`config.mk`:
```
export PLATFORM = sky130hd
export DESIGN_NAME = vga_frame_streamer
export DESIGN_NICKNAME = d
export VERILOG_FILES = /design/src/rtl/vga_frame_streamer.sv
export SDC_FILE = /design/constraint.sdc
export NUM_CORES = 1
export LEC_CHECK = 0
export CORE_MARGIN = 2
export CORE_UTILIZATION = 35
export DETAILED_ROUTE_END_ITERATION = 8
export GPL_TIMING_DRIVEN = 0
export PLACE_DENSITY_LB_ADDON = 0.3
export SYNTH_ARGS = -nofsm -noshare
export SYNTH_HDL_FRONTEND = slang
export SYNTH_SLANG_ARGS = --single-unit
export TNS_END_PERCENT = 30
```
`constraint.sdc`:
```
create_clock -name clk -period 3.2 [get_ports clk]
set_input_delay 0.64 -clock clk [delete_from_list [all_inputs] [get_ports clk]]
set_output_delay 0.64 -clock clk [all_outputs]
set_load 0.02 [all_outputs]
```
`src/rtl/vga_frame_streamer.sv`:
```
// VGA timing generator that pops one RGB565 word per active pixel from the SDRAM read FIFO.
// Streaming arms only at a frame origin so FIFO word 0 lands on pixel (0,0).
module vga_frame_streamer #(
  parameter int H_ACTIVE = 640,
  parameter int H_FP     = 16,
  parameter int H_SYNC   = 96,
  parameter int H_BP     = 48,
  parameter int V_ACTIVE = 480,
  parameter int V_FP     = 10,
  parameter int V_SYNC   = 2,
  parameter int V_BP     = 33
) (
  input  logic        clk,
  input  logic        rst_n,
  input  logic        fifo_empty,
  input  logic [15:0] fifo_dout,
  output logic        fifo_rd_en,
  output logic        vga_hsync,
  output logic        vga_vsync,
  output logic        vga_de,
  output logic [4:0]  vga_r,
  output logic [5:0]  vga_g,
  output logic [4:0]  vga_b,
  output logic        frame_start,
  output logic        streaming,
  output logic [15:0] underflow_cnt
);
  localparam int H_TOTAL = H_ACTIVE + H_FP + H_SYNC + H_BP;
  localparam int V_TOTAL = V_ACTIVE + V_FP + V_SYNC + V_BP;
  localparam int HW = $clog2(H_TOTAL);
  localparam int VW = $clog2(V_TOTAL);

  typedef enum logic {ST_ARM = 1'b0, ST_STREAM = 1'b1} state_e;

  state_e        state_q, state_d;
  logic [HW-1:0] h_cnt_q, h_cnt_d;
  logic [VW-1:0] v_cnt_q, v_cnt_d;
  logic          hs_q, hs_d, vs_q, vs_d, de_q, de_d;
  logic          pop_q, pop_d, fs_q, fs_d, streaming_q, streaming_d;
  logic [15:0]   underflow_cnt_q, underflow_cnt_d;
  logic          active0, hs0, vs0, origin0, underflow0;

  // Stage 0: free-running raster counters and the decoded regions.
  always_comb begin
    h_cnt_d = h_cnt_q + HW'(1);
    v_cnt_d = v_cnt_q;
    if (int'(h_cnt_q) == H_TOTAL - 1) begin
      h_cnt_d = '0;
      v_cnt_d = (int'(v_cnt_q) == V_TOTAL - 1) ? '0 : v_cnt_q + VW'(1);
    end
  end

  assign active0 = (int'(h_cnt_q) < H_ACTIVE) && (int'(v_cnt_q) < V_ACTIVE);
  assign hs0     = !((int'(h_cnt_q) >= H_ACTIVE + H_FP) &&
                     (int'(h_cnt_q) <  H_ACTIVE + H_FP + H_SYNC));
  assign vs0     = !((int'(v_cnt_q) >= V_ACTIVE + V_FP) &&
                     (int'(v_cnt_q) <  V_ACTIVE + V_FP + V_SYNC));
  assign origin0 = (h_cnt_q == '0) && (v_cnt_q == '0);

  // The arming cycle already pops pixel (0,0); rst_n gating keeps the strobe quiet in reset.
  always_comb begin
    state_d    = state_q;
    fifo_rd_en = 1'b0;
    underflow0 = 1'b0;
    case (state_q)
      ST_ARM: begin
        if (origin0 && !fifo_empty) begin
          state_d    = ST_STREAM;
          fifo_rd_en = rst_n;
        end
      end
      ST_STREAM: begin
        fifo_rd_en = rst_n && active0 && !fifo_empty;
        underflow0 = active0 && fifo_empty;
      end
      default: state_d = ST_ARM;
    endcase
  end

  // Stage 1: everything delayed one cycle to line up with fifo_dout.
  always_comb begin
    hs_d            = hs0;
    vs_d            = vs0;
    de_d            = active0;
    pop_d           = fifo_rd_en;
    fs_d            = origin0;
    streaming_d     = (state_d == ST_STREAM);
    underflow_cnt_d = underflow_cnt_q;
    if (underflow0 && (underflow_cnt_q != 16'hFFFF)) underflow_cnt_d = underflow_cnt_q + 16'd1;
  end

  always_ff @(posedge clk or negedge rst_n) begin
    if (!rst_n) begin
      state_q         <= ST_ARM;
      h_cnt_q         <= '0;
      v_cnt_q         <= '0;
      hs_q            <= 1'b1;
      vs_q            <= 1'b1;
      de_q            <= 1'b0;
      pop_q           <= 1'b0;
      fs_q            <= 1'b0;
      streaming_q     <= 1'b0;
      underflow_cnt_q <= '0;
    end else begin
      state_q         <= state_d;
      h_cnt_q         <= h_cnt_d;
      v_cnt_q         <= v_cnt_d;
      hs_q            <= hs_d;
      vs_q            <= vs_d;
      de_q            <= de_d;
      pop_q           <= pop_d;
      fs_q            <= fs_d;
      streaming_q     <= streaming_d;
      underflow_cnt_q <= underflow_cnt_d;
    end
  end

  // FIFO data arrives during the display cycle, so colour is gated rather than registered.
  assign vga_r         = pop_q ? fifo_dout[15:11] : 5'd0;
  assign vga_g         = pop_q ? fifo_dout[10:5]  : 6'd0;
  assign vga_b         = pop_q ? fifo_dout[4:0]   : 5'd0;
  assign vga_hsync     = hs_q;
  assign vga_vsync     = vs_q;
  assign vga_de        = de_q;
  assign frame_start   = fs_q;
  assign streaming     = streaming_q;
  assign underflow_cnt = underflow_cnt_q;
endmodule

```
# ---- Word level (Yosys, flattened, before mapping)
# Index checks and enable logic that the tools add are counted.
# Widths: inputs -> output; s select.
dict set report word_totals {
  register_bits 42
  memories 0
  in_bits 19
  romBits 0
  latchBits 0
  out_inout_bits 38
  mem_bits_rw 0
  wordCells 46
}
dict set report op_classes {
  bitwise_logic 1
  shifts 0
  mux 10
  reduce_logical 14
  add_sub_neg 3
  div 0
  order_cmp 6
  n_mul 0
  eq_ne 3
}
# op count
set ops {}
lappend ops {{$add 10x1->10 const B} 2}
lappend ops {{$logic_not 10->1} 2}
lappend ops {{$lt 10x10->1 const B} 2}
lappend ops {{$lt 10x9->1 const B} 2}
lappend ops {{$mux 10} 2}
lappend ops {{$add 16x1->16 const B} 1}
lappend ops {{$ne 16x16->1 const B} 1}
lappend ops {{$eq 10x10->1 const B} 1}
lappend ops {{$eq 10x9->1 const B} 1}
lappend ops {{$ge 10x10->1 const B} 1}
lappend ops {{$ge 10x9->1 const B} 1}
lappend ops {{$mux 5} 2}
lappend ops {{$logic_and 1x1->1} 9}
lappend ops {{$mux 6} 1}
lappend ops {{$mux 1} 4}
lappend ops {{$logic_not 1->1} 3}
lappend ops {{$pmux 1 s2} 1}
lappend ops {{$not 1->1} 1}

# ---- Logic depth before layout (Yosys ltp)
dict set report logic_depth {
  depth_word 5
  depth_mapped 7
  mapped_depth_nobuf 7
}

# ---- Worst setup path before layout
# OpenSTA, ideal clock, no wires.
dict set report synth_path {
  kind {reg-to-output}
  startpoint {register h_cnt_q[5]}
  endpoint {output port fifo_rd_en}
  t_arrival_ns 1.931
  path_buffers 0
  path_slack_ns 0.629
  t_required_ns 2.560
  stages_incl_launch_ff 6
  path_cell_list {dfrtp_1 -> or3_4 -> or4_1 -> or3_4 -> o21ai_2 -> and3b_1}
}
dict set report synth_via {
  elab_chain_cells 5
  word_cells_on_any_way 9
  cone_classes {order compare: 1; mux: 2; reduce/logical: 6}
}
# element line
set synth_lines {}
lappend synth_lines {{from (decl)} 36} ;# logic [HW-1:0] h_cnt_q, h_cnt_d;
lappend synth_lines {{from (signal assigned)} 106} ;# h_cnt_q <= h_cnt_d;
lappend synth_lines {{$lt 10x10->1 or $logic_not 10->1 (tied branches)} {53, 58}}
lappend synth_lines {{$logic_and 1x1->1 (on tied branches)} {53, 58}}
lappend synth_lines {{$logic_and 1x1->1 (on tied branches)} {73, 67}}
lappend synth_lines {{$logic_and 1x1->1 or $mux 1 (tied branches)} {73, 67}}
lappend synth_lines {{$pmux 1 s2 *} 65} ;# case (state_q)
lappend synth_lines {{to (decl)} 17} ;# output logic fifo_rd_en,
# Every way passes the cells marked *; elsewhere a longest branch is shown, timed or not.

# ---- Final worst setup path
# Ends and elaborated chain as after synthesis.

==> flow_summary.ini <==
[synthesis]
syn_nets = 238
synth_warnings = 0
synth_seq_area_share = 0.496
synthAdderAreaFrac = 0.0295
ys_seq_elements = 42
ys_async_sr_fraction = 1.00
synth_xor_area_frac = 0.0949
synth_edf_count = 0
synthFlopType = dfrtp_1
synthSimpleGateAreaFrac = 0.272
synth_compound_area_frac = 0.0766
synth_cells = 214
ys_types = 39
synthMuxAreaShare = 0.00530
avgSynthCellArea_sq_um = 9.92
synthesis.area_sq_um = 2120
synth_top_family_by_area = simple AND/OR/NAND/NOR gates

[sta]
rsz0062_at_grt = false
drv_slew = 0
fin_crit_ns = 3.05
maxSlewHeadroom = 0.595
holdWs_ns = 0.204
setup_viol = 0
report.final.hold_viol_count = 0
period_share = 0.954
finClkSkew_ns = 0.00724
worst_pin_slew_ns = 0.602
fmax_ghz = 0.328

[clock_tree]
clock_path_buffers = 2
insertion_delay_ns = 0.30
cts_sinks = 42
path_clk_slew_ns = 0.09
cts_root_buf = clkbuf_8
hold_buffers = 0
cts_max_level = 2
cts_tree = built
cts_buffers = 5

[power]
power_leakage_nw = 1.23
power_density_nw_per_um2 = 459
finalPower_mw = 1.33
max-vdd-ir-drop_v = 0.000379

[drt]
vias_per_cell = 5.00
drtIter0Drc = 67
wl_microns = 4510
wire_per_inst_microns = 12.7
drc = 0
drt-pass1-iter-count = 4
vias = 1771
ant_nets = 0

[setup_path]
critPathArrivalTime_ns = 2.41
start_kind = register
required_ns = 2.56
criticalPathCategory = register to output port
path_max_fanout = 6
endpoint_kind = output port

[floorplan]
die-height_microns = 81.9
initial_core_util = 0.361
pin_count = 57
die-area_sq_um = 6710
core-area_sq_um = 5890
num_rows = 28
die_w_microns = 81.9

[cells_and_area]
fillCellCount = 562
antennaDiodeCount = 0
final_nets = 302
layout-area-overhead-vs-synth_pct = 36.7
layout-drive-gt1-share = 0.0824
final_common_cell = clkdlybuf4s50_1
final_cell_mix = clkdlybuf4s50_1, dfrtp_1, and2_1, nand2_1, xnor2_1

[global_routing]
grt_util_all_layers = 0.152
grt_pass1_wl_microns = 7860
grt_max_degree = 33
grt_pass1_vias = 1721
gr-total-overflow = 0
grt_antenna_before_repair = 0

[placed_design]
io_buffers = 56
routabilityCongestion = 0.762
post-dp-hpwl_microns = 3320

[run]
drv_cap = 0

[run_status]
outcome = complete, no violations

[worst_hold_path]
hp-class = input pin to asynchronous set/reset pin
stage by stage:
step	area [sq um]	worst slack (ns)	cells	utilization	setup TNS, ns
finish	2900	0.147	354	0.493	0
global route	2900	0.0438	354	0.493	0
CTS	2910	0.0210	354	0.494	0
detailed placement	2790	0.0147	346	0.474	0
global placement	2780	-0.988	345	0.472	-0.988
floorplan	2120	0.629	214	-	0
Yosys cell counts (5+ instances only):
cell type | instances | area share
nand2_1 | 19 | 0.034
xor2_1 | 6 | 0.025
nand3_1 | 13 | 0.031
and3_1 | 10 | 0.029
nor2_1 | 10 | 0.018
xnor2_1 | 17 | 0.070
inv_1 | 7 | 0.012
dfrtp_1 | 40 | 0.47
o21ai_0 | 12 | 0.028
nand4_1 | 11 | 0.032
ha_1 | 5 | 0.029
and2_1 | 19 | 0.056
path summary, 6_finish.rpt:
kind / start / to / slack, ns / cells past startpoint
max: h_cnt_q[5] / fifo_rd_en / 0.15 / 6
min: rst_n / underflow_cnt[3] / 0.20 / 1
max reg2reg: h_cnt_q[0] / v_cnt_q[2] / 1.04 / 7
min reg2reg: underflow_cnt[11] / underflow_cnt[11] / 0.49 / 1
max in group asynchronous: rst_n / vga_vsync / 2.47 / 2
min in group clk: underflow_cnt[11] / underflow_cnt[11] / 0.49 / 1
sequential cells by signal (all words and copies together), names as in the netlist:
name / flops
v_cnt_q: 10
vga_de: 1
vga_hsync: 1
h_cnt_q: 10
vga_vsync: 1
streaming: 1
underflow_cnt: 16
frame_start: 1
pop_q: 1
critical path, stage by stage (launching register included):
cell	delay, ns
dfrtp_2	0.45
or3_4	0.41
or4_1	0.41
or3_4	0.36
o21ai_2	0.10
and3b_1	0.19
buf_2	0.18
metal layers:
layer,GRT usage,wire length (microns),vias up,part of all wire
met5,0,0,-,0
met4,0.0700,89,0,0.020
met3,0.0341,206,10,0.046
met2,0.244,2170,38,0.48
met1,0.194,2050,847,0.45
li1,-,-,876,-
kinds of logic after synthesis:
family	after synthesis
fa+ha+maj	5
compound gates	27
mux	1
simple gates	103
buf+inv	13
xor+xnor	23
flops	42
where the power goes:
| part | internal [mW] | switching (mW) | total (mW) | leakage [nW] |
|---|---|---|---|---|
| Sequential | 0.571 | 0.0520 | 0.623 | 0.545 |
| Clock | 0.232 | 0.194 | 0.426 | 0.0504 |
| Combinational | 0.146 | 0.137 | 0.283 | 0.635 |
final cells by class:
cell class	instances	area, sq um	area share
Buffer	6	27.5	0.00948
Inverter	7	26.3	0.00905
Clock buffer	5	68.8	0.0237
Tap cell	75	93.8	0.0323
Timing Repair Buffer	57	571	0.197
Multi-Input combinational cell	159	1020	0.350
Sequential cell	42	1050	0.363
Clock inverter	3	45.0	0.0155
timing repair:
action	in CTS	in global routing
setup endpoints to repair	1	1
resized for setup	3	2
buffers inserted	0	0
Power figures use the tool's default switching activity.
